===== config.mk =====
export PLATFORM = sky130hd
export DESIGN_NAME = cmd_frame_ctrl_flat
export DESIGN_NICKNAME = d
export VERILOG_FILES = /design/src/rtl/cmd_frame_ctrl_if.sv /design/src/rtl/cmd_frame_ctrl.sv /design/src/flat_wrapper.sv
export SDC_FILE = /design/constraint.sdc
export NUM_CORES = 1
export LEC_CHECK = 0
export CAP_MARGIN = 5
export CORE_MARGIN = 2
export CORE_UTILIZATION = 52
export DETAILED_ROUTE_END_ITERATION = 12
export PLACE_DENSITY = 0.82
export SLEW_MARGIN = 40
export SYNTH_ARGS = -nofsm -noshare
export SYNTH_HDL_FRONTEND = slang
export SYNTH_SLANG_ARGS = --single-unit

===== constraint.sdc =====
create_clock -name CLK -period 2.4 [get_ports CLK]
set_input_delay 0.48 -clock CLK [delete_from_list [all_inputs] [get_ports CLK]]
set_output_delay 0.48 -clock CLK [all_outputs]
set_load 0.01 [all_outputs]

===== src/rtl/cmd_frame_ctrl_if.sv =====
// cmd_frame_ctrl_if: bus between the command-frame controller and its peers
//   rx_data/rx_valid          : received byte stream from the UART RX
//   rf_*                      : register-file write/read requests and read return
//   alu_*                     : ALU start, function select and result return
//   fifo_*                    : TX FIFO push with full-flag backpressure
//   frame_err, ctrl_busy      : status
// modport master is the controller side, modport slave the environment side.
interface cmd_frame_ctrl_if #(
  parameter int DATA_WIDTH = 8,
  parameter int ADDR_WIDTH = 4,
  parameter int FUNC_WIDTH = 4
);
  logic [DATA_WIDTH-1:0]   rx_data;
  logic                    rx_valid;
  logic                    rf_wr_en;
  logic                    rf_rd_en;
  logic [ADDR_WIDTH-1:0]   rf_addr;
  logic [DATA_WIDTH-1:0]   rf_wr_data;
  logic [DATA_WIDTH-1:0]   rf_rd_data;
  logic                    rf_rd_valid;
  logic                    alu_en;
  logic [FUNC_WIDTH-1:0]   alu_func;
  logic [2*DATA_WIDTH-1:0] alu_out;
  logic                    alu_out_valid;
  logic                    fifo_wr_en;
  logic [DATA_WIDTH-1:0]   fifo_wr_data;
  logic                    fifo_full;
  logic                    frame_err;
  logic                    ctrl_busy;
  modport master (
    input  rx_data, rx_valid, rf_rd_data, rf_rd_valid, alu_out, alu_out_valid, fifo_full,
    output rf_wr_en, rf_rd_en, rf_addr, rf_wr_data, alu_en, alu_func, fifo_wr_en, fifo_wr_data,
           frame_err, ctrl_busy
  );
  modport slave (
    output rx_data, rx_valid, rf_rd_data, rf_rd_valid, alu_out, alu_out_valid, fifo_full,
    input  rf_wr_en, rf_rd_en, rf_addr, rf_wr_data, alu_en, alu_func, fifo_wr_en, fifo_wr_data,
           frame_err, ctrl_busy
  );
endinterface


===== src/rtl/cmd_frame_ctrl.sv =====
// cmd_frame_ctrl: decodes UART command frames into register-file/ALU requests and TX FIFO responses
//   CLK : system clock
//   RST : asynchronous active-low reset
//   bus : cmd_frame_ctrl_if.master (RX bytes in, RF/ALU requests out, FIFO pushes out, status out)
module cmd_frame_ctrl #(
  parameter int DATA_WIDTH     = 8,
  parameter int ADDR_WIDTH     = 4,
  parameter int FUNC_WIDTH     = 4,
  parameter int TIMEOUT_CYCLES = 1024,
  parameter logic [DATA_WIDTH-1:0] CMD_WR       = 'hAA,
  parameter logic [DATA_WIDTH-1:0] CMD_RD       = 'hBB,
  parameter logic [DATA_WIDTH-1:0] CMD_ALU_OP   = 'hCC,
  parameter logic [DATA_WIDTH-1:0] CMD_ALU_NOP  = 'hDD,
  parameter logic [DATA_WIDTH-1:0] CMD_BURST_WR = 'hEE
) (
  input logic CLK,
  input logic RST,
  cmd_frame_ctrl_if.master bus
);
  localparam int TW = $clog2(TIMEOUT_CYCLES + 1);
  typedef enum logic [3:0] {
    IDLE, WR_ADDR, WR_DATA, RD_ADDR, RD_WAIT, RD_SEND,
    ALU_A, ALU_B, ALU_FUNC, ALU_WAIT, ALU_LO, ALU_HI,
    BW_ADDR, BW_CNT, BW_DATA
  } state_t;
  state_t                  state_q, state_d;
  logic [ADDR_WIDTH-1:0]   addr_q, addr_d;
  logic [DATA_WIDTH-1:0]   cnt_q, cnt_d;
  logic [2*DATA_WIDTH-1:0] res_q, res_d;
  logic [TW-1:0]           tmo_q, tmo_d;
  logic                    rf_wr_en_q, rf_wr_en_d, rf_rd_en_q, rf_rd_en_d, alu_en_q, alu_en_d;
  logic                    frame_err_q, frame_err_d;
  logic [ADDR_WIDTH-1:0]   rf_addr_q, rf_addr_d;
  logic [DATA_WIDTH-1:0]   rf_wr_data_q, rf_wr_data_d;
  logic [FUNC_WIDTH-1:0]   alu_func_q, alu_func_d;
  logic send, wait_st, rx, rsp, counting, expire;
  logic [DATA_WIDTH-1:0] b;
  assign b        = bus.rx_data;
  assign send     = state_q inside {RD_SEND, ALU_LO, ALU_HI};
  assign wait_st  = state_q inside {RD_WAIT, ALU_WAIT};
  // bytes arriving while waiting on a response or sending one are dropped
  assign rx       = bus.rx_valid && !send && !wait_st;
  assign rsp      = (state_q == RD_WAIT && bus.rf_rd_valid) || (state_q == ALU_WAIT && bus.alu_out_valid);
  assign counting = state_q != IDLE && !send;
  // a response or byte in the terminal cycle counts as progress, so it beats the timeout
  assign expire   = counting && !rx && !rsp && tmo_q == TW'(TIMEOUT_CYCLES - 1);
  always_comb begin
    state_d      = state_q;
    addr_d       = addr_q;
    cnt_d        = cnt_q;
    res_d        = res_q;
    rf_wr_en_d   = 1'b0;
    rf_rd_en_d   = 1'b0;
    alu_en_d     = 1'b0;
    rf_addr_d    = rf_addr_q;
    rf_wr_data_d = rf_wr_data_q;
    alu_func_d   = alu_func_q;
    frame_err_d  = bus.rx_valid && (send || wait_st);
    tmo_d        = (counting && !rx && !rsp) ? tmo_q + 1'b1 : '0;
    if (expire) begin
      state_d     = IDLE;
      frame_err_d = 1'b1;
    end else begin
      case (state_q)
        IDLE: if (rx) begin
          state_d = b == CMD_WR       ? WR_ADDR  :
                    b == CMD_RD       ? RD_ADDR  :
                    b == CMD_ALU_OP   ? ALU_A    :
                    b == CMD_ALU_NOP  ? ALU_FUNC :
                    b == CMD_BURST_WR ? BW_ADDR  : IDLE;
          frame_err_d = !(b inside {CMD_WR, CMD_RD, CMD_ALU_OP, CMD_ALU_NOP, CMD_BURST_WR});
        end
        WR_ADDR: if (rx) begin
          addr_d  = b[ADDR_WIDTH-1:0];
          state_d = WR_DATA;
        end
        WR_DATA: if (rx) begin
          rf_wr_en_d   = 1'b1;
          rf_addr_d    = addr_q;
          rf_wr_data_d = b;
          state_d      = IDLE;
        end
        RD_ADDR: if (rx) begin
          rf_rd_en_d = 1'b1;
          rf_addr_d  = b[ADDR_WIDTH-1:0];
          state_d    = RD_WAIT;
        end
        RD_WAIT: if (rsp) begin
          res_d   = {{DATA_WIDTH{1'b0}}, bus.rf_rd_data};
          state_d = RD_SEND;
        end
        RD_SEND: state_d = bus.fifo_full ? RD_SEND : IDLE;
        ALU_A: if (rx) begin
          rf_wr_en_d   = 1'b1;
          rf_addr_d    = '0;
          rf_wr_data_d = b;
          state_d      = ALU_B;
        end
        ALU_B: if (rx) begin
          rf_wr_en_d   = 1'b1;
          rf_addr_d    = ADDR_WIDTH'(1);
          rf_wr_data_d = b;
          state_d      = ALU_FUNC;
        end
        ALU_FUNC: if (rx) begin
          alu_en_d   = 1'b1;
          alu_func_d = b[FUNC_WIDTH-1:0];
          state_d    = ALU_WAIT;
        end
        ALU_WAIT: if (rsp) begin
          res_d   = bus.alu_out;
          state_d = ALU_LO;
        end
        ALU_LO: state_d = bus.fifo_full ? ALU_LO : ALU_HI;
        ALU_HI: state_d = bus.fifo_full ? ALU_HI : IDLE;
        BW_ADDR: if (rx) begin
          addr_d  = b[ADDR_WIDTH-1:0];
          state_d = BW_CNT;
        end
        BW_CNT: if (rx) begin
          cnt_d       = b;
          state_d     = b == '0 ? IDLE : BW_DATA;
          frame_err_d = b == '0;
        end
        BW_DATA: if (rx) begin
          rf_wr_en_d   = 1'b1;
          rf_addr_d    = addr_q;
          rf_wr_data_d = b;
          addr_d       = addr_q + 1'b1;
          cnt_d        = cnt_q - 1'b1;
          state_d      = cnt_q == DATA_WIDTH'(1) ? IDLE : BW_DATA;
        end
        default: state_d = IDLE;
      endcase
    end
  end
  always_ff @(posedge CLK or negedge RST) begin
    if (!RST) begin
      state_q      <= IDLE;
      addr_q       <= '0;
      cnt_q        <= '0;
      res_q        <= '0;
      tmo_q        <= '0;
      rf_wr_en_q   <= 1'b0;
      rf_rd_en_q   <= 1'b0;
      alu_en_q     <= 1'b0;
      frame_err_q  <= 1'b0;
      rf_addr_q    <= '0;
      rf_wr_data_q <= '0;
      alu_func_q   <= '0;
    end else begin
      state_q      <= state_d;
      addr_q       <= addr_d;
      cnt_q        <= cnt_d;
      res_q        <= res_d;
      tmo_q        <= tmo_d;
      rf_wr_en_q   <= rf_wr_en_d;
      rf_rd_en_q   <= rf_rd_en_d;
      alu_en_q     <= alu_en_d;
      frame_err_q  <= frame_err_d;
      rf_addr_q    <= rf_addr_d;
      rf_wr_data_q <= rf_wr_data_d;
      alu_func_q   <= alu_func_d;
    end
  end
  assign bus.rf_wr_en     = rf_wr_en_q;
  assign bus.rf_rd_en     = rf_rd_en_q;
  assign bus.alu_en       = alu_en_q;
  assign bus.frame_err    = frame_err_q;
  assign bus.rf_addr      = rf_addr_q;
  assign bus.rf_wr_data   = rf_wr_data_q;
  assign bus.alu_func     = alu_func_q;
  // the push is qualified by the live full flag so a byte is never offered to a full FIFO
  assign bus.fifo_wr_en   = send && !bus.fifo_full;
  assign bus.fifo_wr_data = state_q == ALU_HI ? res_q[2*DATA_WIDTH-1:DATA_WIDTH] : res_q[DATA_WIDTH-1:0];
  assign bus.ctrl_busy    = state_q != IDLE;
endmodule


===== src/flat_wrapper.sv =====
// flat-port wrapper written by rule: the top's interface ports become plain ports
module cmd_frame_ctrl_flat 
#(
  parameter int DATA_WIDTH     = 8,
  parameter int ADDR_WIDTH     = 4,
  parameter int FUNC_WIDTH     = 4,
  parameter int TIMEOUT_CYCLES = 1024,
  parameter logic [DATA_WIDTH-1:0] CMD_WR       = 'hAA,
  parameter logic [DATA_WIDTH-1:0] CMD_RD       = 'hBB,
  parameter logic [DATA_WIDTH-1:0] CMD_ALU_OP   = 'hCC,
  parameter logic [DATA_WIDTH-1:0] CMD_ALU_NOP  = 'hDD,
  parameter logic [DATA_WIDTH-1:0] CMD_BURST_WR = 'hEE
)
  (CLK, RST, bus_rx_data, bus_rx_valid, bus_rf_rd_data, bus_rf_rd_valid, bus_alu_out, bus_alu_out_valid, bus_fifo_full, bus_rf_wr_en, bus_rf_rd_en, bus_rf_addr, bus_rf_wr_data, bus_alu_en, bus_alu_func, bus_fifo_wr_en, bus_fifo_wr_data, bus_frame_err, bus_ctrl_busy);
  cmd_frame_ctrl_if #(.DATA_WIDTH(DATA_WIDTH), .ADDR_WIDTH(ADDR_WIDTH), .FUNC_WIDTH(FUNC_WIDTH)) bus_i ();
  input logic CLK;
  input logic RST;
  input wire logic [$bits(bus_i.rx_data)-1:0] bus_rx_data;
  input wire logic [$bits(bus_i.rx_valid)-1:0] bus_rx_valid;
  input wire logic [$bits(bus_i.rf_rd_data)-1:0] bus_rf_rd_data;
  input wire logic [$bits(bus_i.rf_rd_valid)-1:0] bus_rf_rd_valid;
  input wire logic [$bits(bus_i.alu_out)-1:0] bus_alu_out;
  input wire logic [$bits(bus_i.alu_out_valid)-1:0] bus_alu_out_valid;
  input wire logic [$bits(bus_i.fifo_full)-1:0] bus_fifo_full;
  output wire logic [$bits(bus_i.rf_wr_en)-1:0] bus_rf_wr_en;
  output wire logic [$bits(bus_i.rf_rd_en)-1:0] bus_rf_rd_en;
  output wire logic [$bits(bus_i.rf_addr)-1:0] bus_rf_addr;
  output wire logic [$bits(bus_i.rf_wr_data)-1:0] bus_rf_wr_data;
  output wire logic [$bits(bus_i.alu_en)-1:0] bus_alu_en;
  output wire logic [$bits(bus_i.alu_func)-1:0] bus_alu_func;
  output wire logic [$bits(bus_i.fifo_wr_en)-1:0] bus_fifo_wr_en;
  output wire logic [$bits(bus_i.fifo_wr_data)-1:0] bus_fifo_wr_data;
  output wire logic [$bits(bus_i.frame_err)-1:0] bus_frame_err;
  output wire logic [$bits(bus_i.ctrl_busy)-1:0] bus_ctrl_busy;
  assign bus_i.rx_data = bus_rx_data;
  assign bus_i.rx_valid = bus_rx_valid;
  assign bus_i.rf_rd_data = bus_rf_rd_data;
  assign bus_i.rf_rd_valid = bus_rf_rd_valid;
  assign bus_i.alu_out = bus_alu_out;
  assign bus_i.alu_out_valid = bus_alu_out_valid;
  assign bus_i.fifo_full = bus_fifo_full;
  assign bus_rf_wr_en = bus_i.rf_wr_en;
  assign bus_rf_rd_en = bus_i.rf_rd_en;
  assign bus_rf_addr = bus_i.rf_addr;
  assign bus_rf_wr_data = bus_i.rf_wr_data;
  assign bus_alu_en = bus_i.alu_en;
  assign bus_alu_func = bus_i.alu_func;
  assign bus_fifo_wr_en = bus_i.fifo_wr_en;
  assign bus_fifo_wr_data = bus_i.fifo_wr_data;
  assign bus_frame_err = bus_i.frame_err;
  assign bus_ctrl_busy = bus_i.ctrl_busy;
  cmd_frame_ctrl #(.DATA_WIDTH(DATA_WIDTH), .ADDR_WIDTH(ADDR_WIDTH), .FUNC_WIDTH(FUNC_WIDTH), .TIMEOUT_CYCLES(TIMEOUT_CYCLES), .CMD_WR(CMD_WR), .CMD_RD(CMD_RD), .CMD_ALU_OP(CMD_ALU_OP), .CMD_ALU_NOP(CMD_ALU_NOP), .CMD_BURST_WR(CMD_BURST_WR)) u_core (.CLK(CLK), .RST(RST), .bus(bus_i));
endmodule

Word-level counts from Yosys, hierarchy flattened:

Cells that the tools add are included.

* flip-flop bits (word level): 63
* output and inout port bits: 30

* add/subtract/negate cells: 3
* eq/ne operators: 42
* multiplexer cells: 49
* bitwise logic cells: 1
* reduce and logical (&&, ||, !) cells: 37

Operators with widths (count)
* 2-to-1 mux 4 bit: 25
* case mux 4 bit (15 select lines): 1
* == test 8 bit (second input constant): 5
* inequality test 3 x 1 -> 1 bit (second input constant): 12
* 2-to-1 mux 16 bit: 2
* case mux 16 bit (2 select lines): 1
* == test 4 bit (second input constant): 7
* 2-to-1 mux 8 bit: 3
* inequality test 2 x 1 -> 1 bit (second input constant): 9
* == test 4 x 3 -> 1 bit (second input constant): 4
* case mux 4 bit (4 select lines): 1
* case mux 8 bit (2 select lines): 1
* AND reduction 12 bit: 1
* AND reduction 4 bit: 3
* adder 11 x 1 -> 11 bit (second input constant): 1
* == test 11 x 10 -> 1 bit (second input constant): 1
* 2-to-1 mux 1 bit: 11
* 2-to-1 mux 11 bit: 1
* logical AND 1 bit: 10
* == test 4 x 2 -> 1 bit (second input constant): 2
* == test 8 x 1 -> 1 bit (second input constant): 1
* logical NOT 8 bit: 1
* case mux 4 bit (2 select lines): 1
* nonzero test 4 bit: 2
* other kinds (16): 26

Logic depth before layout (Yosys ltp):

Gate-level depths: netlist of run 1.

* depth in word-level cells: 11
* gate-level depth with buffers: 8
* gate-level depth less buffers: 6

Worst setup path after synthesis of run 1:

No wires, ideal clock.

* path kind: register -> output
* start point: register u_core.state_q[2]
* end point: output port bus_fifo_wr_data[0]
* arrival time: 1388 ps
* slack: 532 ps
* stages on the path, launching flop included: 5
* buffers on the path: 1
* cell sequence: dfrtp_1 buf_4 nor2b_1 nand3_1 mux2_2

* word-level cells in the longest chain between the ends: 2

Ends and longest elaborated chain
* start, declared: RTL line cmd_frame_ctrl.sv:26 `state_t state_q, state_d;`
* start signal, assigned: RTL line cmd_frame_ctrl.sv:152 `state_q <= state_d;`
* == test 4 bit: RTL line cmd_frame_ctrl.sv:175 `assign bus.fifo_wr_data = state_q == ALU_HI ? res_q[2*DATA_WIDTH-1:DATA_WIDTH] : res_q[DATA_WIDTH-1:0];`
* 2-to-1 mux 8 bit: RTL line cmd_frame_ctrl.sv:175
* end, declared: RTL line flat_wrapper.sv:32 `output wire logic [$bits(bus_i.fifo_wr_data)-1:0] bus_fifo_wr_data;`

Every way passes these cells.

Final worst setup path of run 1:

* start point: register u_core.state_q[2]
* end point: output port bus_fifo_wr_data[4]

The elaborated chain is that of the path after synthesis.

==> results of run 1 <==
==> per-layer routing <==
metal / global-route usage, % / up-vias
met1: 34.45 / 1588
met4: 11.40 / 0
li1: - / 1507
met5: 0 / -
met3: 7.315 / 23
met2: 37.00 / 154
==> metrics by stage <==
step	worst slack [ps]	instances	utilization, %	cell area, um^2
final	32.88	536	70.76	4544
after global routing	-42.90	536	70.76	4544
after CTS	31.50	534	70.19	4508
after detailed placement	28.08	518	67.04	4305
after global placement	114.5	518	67.04	4305
after floorplan	531.6	375	-	3500
==> power breakdown <==
part	switching, mW	internal, mW
clock network	0.418	0.476
registers	0.271	1.42
logic	0.979	1.04
total	1.67	2.94
==> flip-flops by register name (all words and copies together), names as in the netlist <==
register / flops
u_core.bus.frame_err: 1
u_core.state_q: 4
u_core.cnt_q: 8
u_core.bus.rf_wr_en: 1
u_core.res_q: 16
u_core.bus.alu_func: 4
u_core.bus.rf_wr_data: 8
u_core.addr_q: 4
u_core.tmo_q: 11
u_core.bus.rf_addr: 4
u_core.bus.alu_en: 1
u_core.bus.rf_rd_en: 1
==> worst register-to-register path: stages, from the launching register on <==
cell,delay [ps]
dfrtp_1,390
buf_4,210
or2_2,350
nor4_1,330
nand2b_2,260
mux2_2,350
==> cells in the final DEF, fill, tap and decap left out, drive strengths merged, types with 3 or more instances in the layout <==
cell / synthesis / routed
o22a: 3 / 3
xnor2: 3 / 3
nand2: 45 / 45
nor4: 6 / 6
mux2: 24 / 24
a31oi: 4 / 4
clkbuf: 7 / 10
a22oi: 3 / 3
clkinv: 0 / 4
xor2: 7 / 7
clkdlybuf4s50: 0 / 63
nand2b: 6 / 6
nor2: 39 / 39
o21ai: 28 / 28
nor3: 6 / 6
ha: 4 / 4
buf: 13 / 21
nor2b: 4 / 4
a22o: 7 / 7
a21oi: 17 / 17
nand3: 18 / 19
mux2i: 9 / 9
a21o: 3 / 3
inv: 12 / 12
or2: 5 / 5
o22ai: 4 / 4
dfrtp: 63 / 63
nand4: 5 / 5
o2111ai: 3 / 3
and2: 3 / 3
==> what timing repair did <==
| item | 4_1_cts | 5_1_grt |
|---|---|---|
| gates cloned | 0 | 1 |
| endpoints found under the setup margin | 9 | 9 |
| buffers inserted | 0 | 1 |
| hold buffers | 0 | 0 |
| pin swaps | 0 | 1 |
| gates resized for setup | 4 | 6 |
| hold endpoints to repair | 0 | 0 |
==> how the worst max path moves through the flow <==
stage	endpoint	cells after the start	start	slack (ps)
after floorplan	bus_fifo_wr_data[0]	4	u_core.state_q[2]	530
after detailed placement	u_core.state_q[3]	6	bus_rx_data[1]	30
after global routing	bus_fifo_wr_data[2]	4	u_core.state_q[2]	-40
final	bus_fifo_wr_data[4]	4	u_core.state_q[2]	30
after global placement	u_core.state_q[3]	6	bus_rx_data[1]	110
after CTS	bus_fifo_wr_data[1]	4	u_core.state_q[3]	30
==> cells by family (layout without fill, tap and decap cells) <==
kind of cell	count (synthesis)	count (layout)	share of synthesized area, %
xor+xnor	10	10	2.503
buf+inv	32	115	4.469
fa+ha+maj	4	4	1.430
mux	33	33	10.30
flops	63	63	45.05
compound gates	86	86	16.05
simple gates	147	148	20.20
==> area by class of cell <==
type                            instances  share of cell area [%]
Timing Repair Buffer                   87                   18.47
Tap cell                               77                   2.120
Sequential cell                        63                   34.72
Inverter                               12                  0.9912
Clock buffer                           10                   2.808
Clock inverter                          6                   1.349
Multi-Input combinational cell        281                   39.54
==> impl_metrics.tcl, run 1 <==
set metrics [dict create \
    critPathCaptureType "output pin" \
    power_leakage_nw 1.980 \
    multi_input_area_um2 1797 \
    cts.sinks 63 \
    cts.clk_slew.worst_paths_ps 70 \
    yosys-top-cells-area "dfrtp_1, mux2_2, nand2_1" \
    crit_required_ps 1920 \
    final_period_minus_worst_setup_slack_ps 2367 \
    synth-edff-count 0 \
    syn2layout_area_growth_pct 29.85 \
    firstDrtPassIters 5 \
    hold_ws_ps 168.8 \
    setup_viol 0 \
    fmax_ghz 0.4225 \
    dp_hpwl_um 6239 \
    grt_start_max_net_pins 37 \
    path_delay_family "buffers and inverters" \
    start_util_pct 54.49 \
    dr.max_layer_used "met4" \
    yosysWarnings 0 \
    clockBufferDepth 2 \
    gp_congestion 0.9717 \
    wl_um 8925 \
    tns_ps 0 \
    crit_chain "nor2b_4 -> nand3_2 -> mux2_2 -> clkdlybuf4s50_1" \
    cp-start-kind "flop" \
    crit_type "flop to output pin" \
    port_buffers 67 \
    ys_ff_latch 63 \
    wl_per_cell_um 16.65 \
    die_area_um2 7402 \
    yosysSeqAreaShare_pct 45.05 \
    die_w_um 86.04 \
    status "completed" \
    slew_headroom_pct 55.73 \
    antenna-diode-count 0 \
    ant_nets 0 \
    synth_top_area_share_pct 45.05 \
    fp.dieH_um 86.04 \
    reg2reg_from "u_core.state_q[3]" \
    peakVddDrop_v 0.0006163 \
    worst_ep_arrival_time_ps 1890 \
    slowest_delay_ps 520 \
    synth_fp_nets 417 \
    grt_usage_pct 25.17 \
    io_pins 68 \
    synth_cell_types 53 \
    drv_cap 0 \
    fin_worst_skew_ps 9.429 \
    synthesis.area_um2 3500 \
    netlist_top_cells_count "dfrtp_1, nand2_1, nor2_1" \
    antenna_found_initial 0 \
    reg2reg_slack_ps 410 \
    drt-met1-wl_um 3774 \
    synth_top_cell_by_area "dfrtp_1" \
    num_vias 3272 \
    rr_worst_depth 5 \
    crit_slowest_cell "clkdlybuf4s50_1" \
    fillCellCount 483 \
    worst_pin_slew_ps 664.0 \
    cp_max_fo 4 \
    async_flop_share_pct 100.0 \
    avgViaCountPerCell 6.104 \
    cts_tree "done" \
    postSynthAreaPerCell_um2 9.332 \
    grt_first_pass_wirelength_um 14720 \
    slew_viol_final 0 \
    insertion_delay_ps 340 \
    nets 496 \
    core_area_um2 6422 \
    first_iter_violations 224 \
    numCtsBuffers 9 \
    finalCritPeriodShare_pct 98.63 \
    cts-root-buf "clkbuf_8" \
    drive_above_1_share_pct 15.90 \
    critical_path_buf_inv_count 1 \
    rr_endpoint "u_core.bus.rf_addr[1]" \
    grt_pass1_vias 3097 \
    synthCells 375 \
    synth_ff_type "dfrtp_1" \
    synth_most_common_cell "dfrtp_1" \
    wl_met2_um 4186 \
    rows 29 \
    register_area_um2 1578 \
    cts_max_level 3 \
    rsz0062_at_grt "yes" \
    min_path_type "input pin to async pin" \
    power-per-cell-area_nw_per_um2 1013 \
    fin_total_pwr_mw 4.604 \
    timing.final.hold_violations 0 \
    route.detailed.drc 0 \
    grt.overflow.total 0 \
    routed-wl-met3_um 775 \
]
No activity file was read; power rests on OpenSTA's default activity.
==> inputs of run 2 (changes only) <==
==> constraint.sdc (replaced) <==
create_clock -name CLK -period 2.4 [get_ports CLK]
set_input_delay 0.36 -clock CLK [delete_from_list [all_inputs] [get_ports CLK]]
set_output_delay 0.36 -clock CLK [all_outputs]
set_load 0.01 [all_outputs]
==> run 2 against run 1 <==
  * Fmax grew 5.1%
  * Non-clock buffer count down 3
  * Combinational power barely moved
  * Critical endpoint unchanged
  * Largest power group unchanged
==> impl_metrics.tcl, run 2 (synthesis gave the netlist of run 1 again) <==
set metrics [dict create \
    slew_headroom_pct 55.60 \
    clockBufferDepth 2 \
    power-per-cell-area_nw_per_um2 1008 \
    rsz0062_at_grt "no" \
    crit_type "flop to output pin" \
    drive_above_1_share_pct 15.38 \
    io_pins 68 \
    worst_pin_slew_ps 666.0 \
    regMostFlops "u_core.res_q" \
    avgViaCountPerCell 6.023 \
    grt_start_max_net_pins 37 \
    antenna-diode-count 0 \
    wl_per_cell_um 16.78 \
    largest_reg_flops 16 \
    final_period_minus_worst_setup_slack_ps 2252 \
    post_cts.repair.setup_buffers 0 \
    cts_max_level 3 \
    hold_buffers 0 \
    start_util_pct 54.49 \
    die_w_um 86.04 \
    reg_top3 "u_core.res_q (16), u_core.tmo_q (11)" \
    num_vias 3204 \
    crit_required_ps 2040 \
    insertion_delay_ps 340 \
    first_iter_violations 202 \
    fp.dieH_um 86.04 \
    grt.overflow.total 0 \
    syn2layout_area_growth_pct 28.35 \
    route.detailed.drc 0 \
    grt_first_pass_wirelength_um 14990 \
    power_leakage_nw 1.941 \
    peakVddDrop_v 0.0005124 \
    fin_worst_skew_ps 9.069 \
    rows 29 \
    wl_um 8925 \
    dp_hpwl_um 6487 \
    ant_nets 0 \
    die_area_um2 7402 \
    core_area_um2 6422 \
    antenna_found_initial 0 \
    status "completed" \
    cp-start-kind "flop" \
    finalCritPeriodShare_pct 93.84 \
    slew_viol_final 0 \
    drv_cap 0 \
    worst_ep_arrival_time_ps 1890 \
    numCtsBuffers 9 \
    min_path_type "input pin to async pin" \
    grt_usage_pct 25.52 \
    critPathCaptureType "output pin" \
    grt_pass1_vias 3165 \
    layout_common_cells "clkdlybuf4s50_1, dfrtp_1, nand2_1, nor2_1, o21ai_0" \
    tns_ps 0 \
    cts_tree "done" \
    cts.clk_slew.worst_paths_ps 80 \
    cts.sinks 63 \
    final_common_cell "clkdlybuf4s50_1" \
    fmax_ghz 0.4440 \
    cp_max_fo 9 \
    fillCellCount 508 \
    timing.final.hold_violations 0 \
    cts-root-buf "clkbuf_8" \
    gp_congestion 0.9566 \
    setup_viol 0 \
    final_util_pct 69.94 \
    firstDrtPassIters 5 \
    nets 492 \
    port_buffers 67 \
]
## run 2: timing repair
| item | 4_1_cts | 5_1_grt |
|---|---|---|
| gates cloned | 0 | 0 |
| gates resized for setup | 1 | 4 |
| hold endpoints to repair | 0 | 0 |
| setup endpoints to repair | 8 | 9 |
## run 2: final timing paths
kind | startpoint | end | slack, ps | cells past startpoint
min in group CLK | u_core.res_q[9] | u_core.res_q[9] | 470 | 2
worst min register to register | u_core.res_q[9] | u_core.res_q[9] | 470 | 2
worst max register to register | u_core.state_q[0] | u_core.bus.rf_addr[3] | 340 | 6
worst min-delay path | RST | u_core.tmo_q[3] | 40 | 1
max in group asynchronous | RST | u_core.state_q[1] | 1730 | 2
worst max-delay path | u_core.state_q[3] | bus_fifo_wr_data[4] | 150 | 4
## run 2: stage by stage
step / instances / hold WS, ps / power, mW / setup WS, ps / instance area, um^2
after floorplan: 375 / 64.41 / 2.790 / 651.6 / 3500
after global placement: 516 / 422.3 / 3.597 / 235.2 / 4290
after detailed placement: 516 / 423.8 / 3.665 / 165.0 / 4290
after CTS: 532 / 62.96 / 4.524 / 32.72 / 4477
after global routing: 532 / 97.15 / 4.830 / 65.25 / 4492
final: 532 / 42.97 / 4.529 / 147.9 / 4492
## run 2: final cells by class
| cell class | count | area (um^2) | share of cell area [%] |
|---|---|---|---|
| Timing Repair Buffer | 84 | 808.3 | 17.99 |
| Clock buffer | 9 | 123.9 | 2.758 |
| Inverter | 12 | 45.04 | 1.003 |
| Clock inverter | 7 | 57.56 | 1.281 |
| Sequential cell | 63 | 1577 | 35.10 |
| Tap cell | 77 | 96.34 | 2.145 |
| Multi-Input combinational cell | 280 | 1784 | 39.72 |
## run 2: worst max-delay path, cell delays in order (launching register included)
cell and delay (ps):
dfrtp_1 380, nor2b_2 170, nand3_4 160, mux2_2 360, clkdlybuf4s50_1 480
## run 2: report_power, final
group,switching [mW],internal [mW]
combinational,0.971,1.02
clock,0.460,0.384
sequential,0.273,1.42
total,1.70,2.82
## run 2: routing by layer
metal	share of wire, %	vias up	wire length (um)	GRT usage [%]
met4	2.7	0	241	12.99
met2	47	127	4154	38.76
met3	6.0	24	539	4.716
li1	-	1492	-	-
met1	45	1561	3989	34.95
met5	0	-	0	0
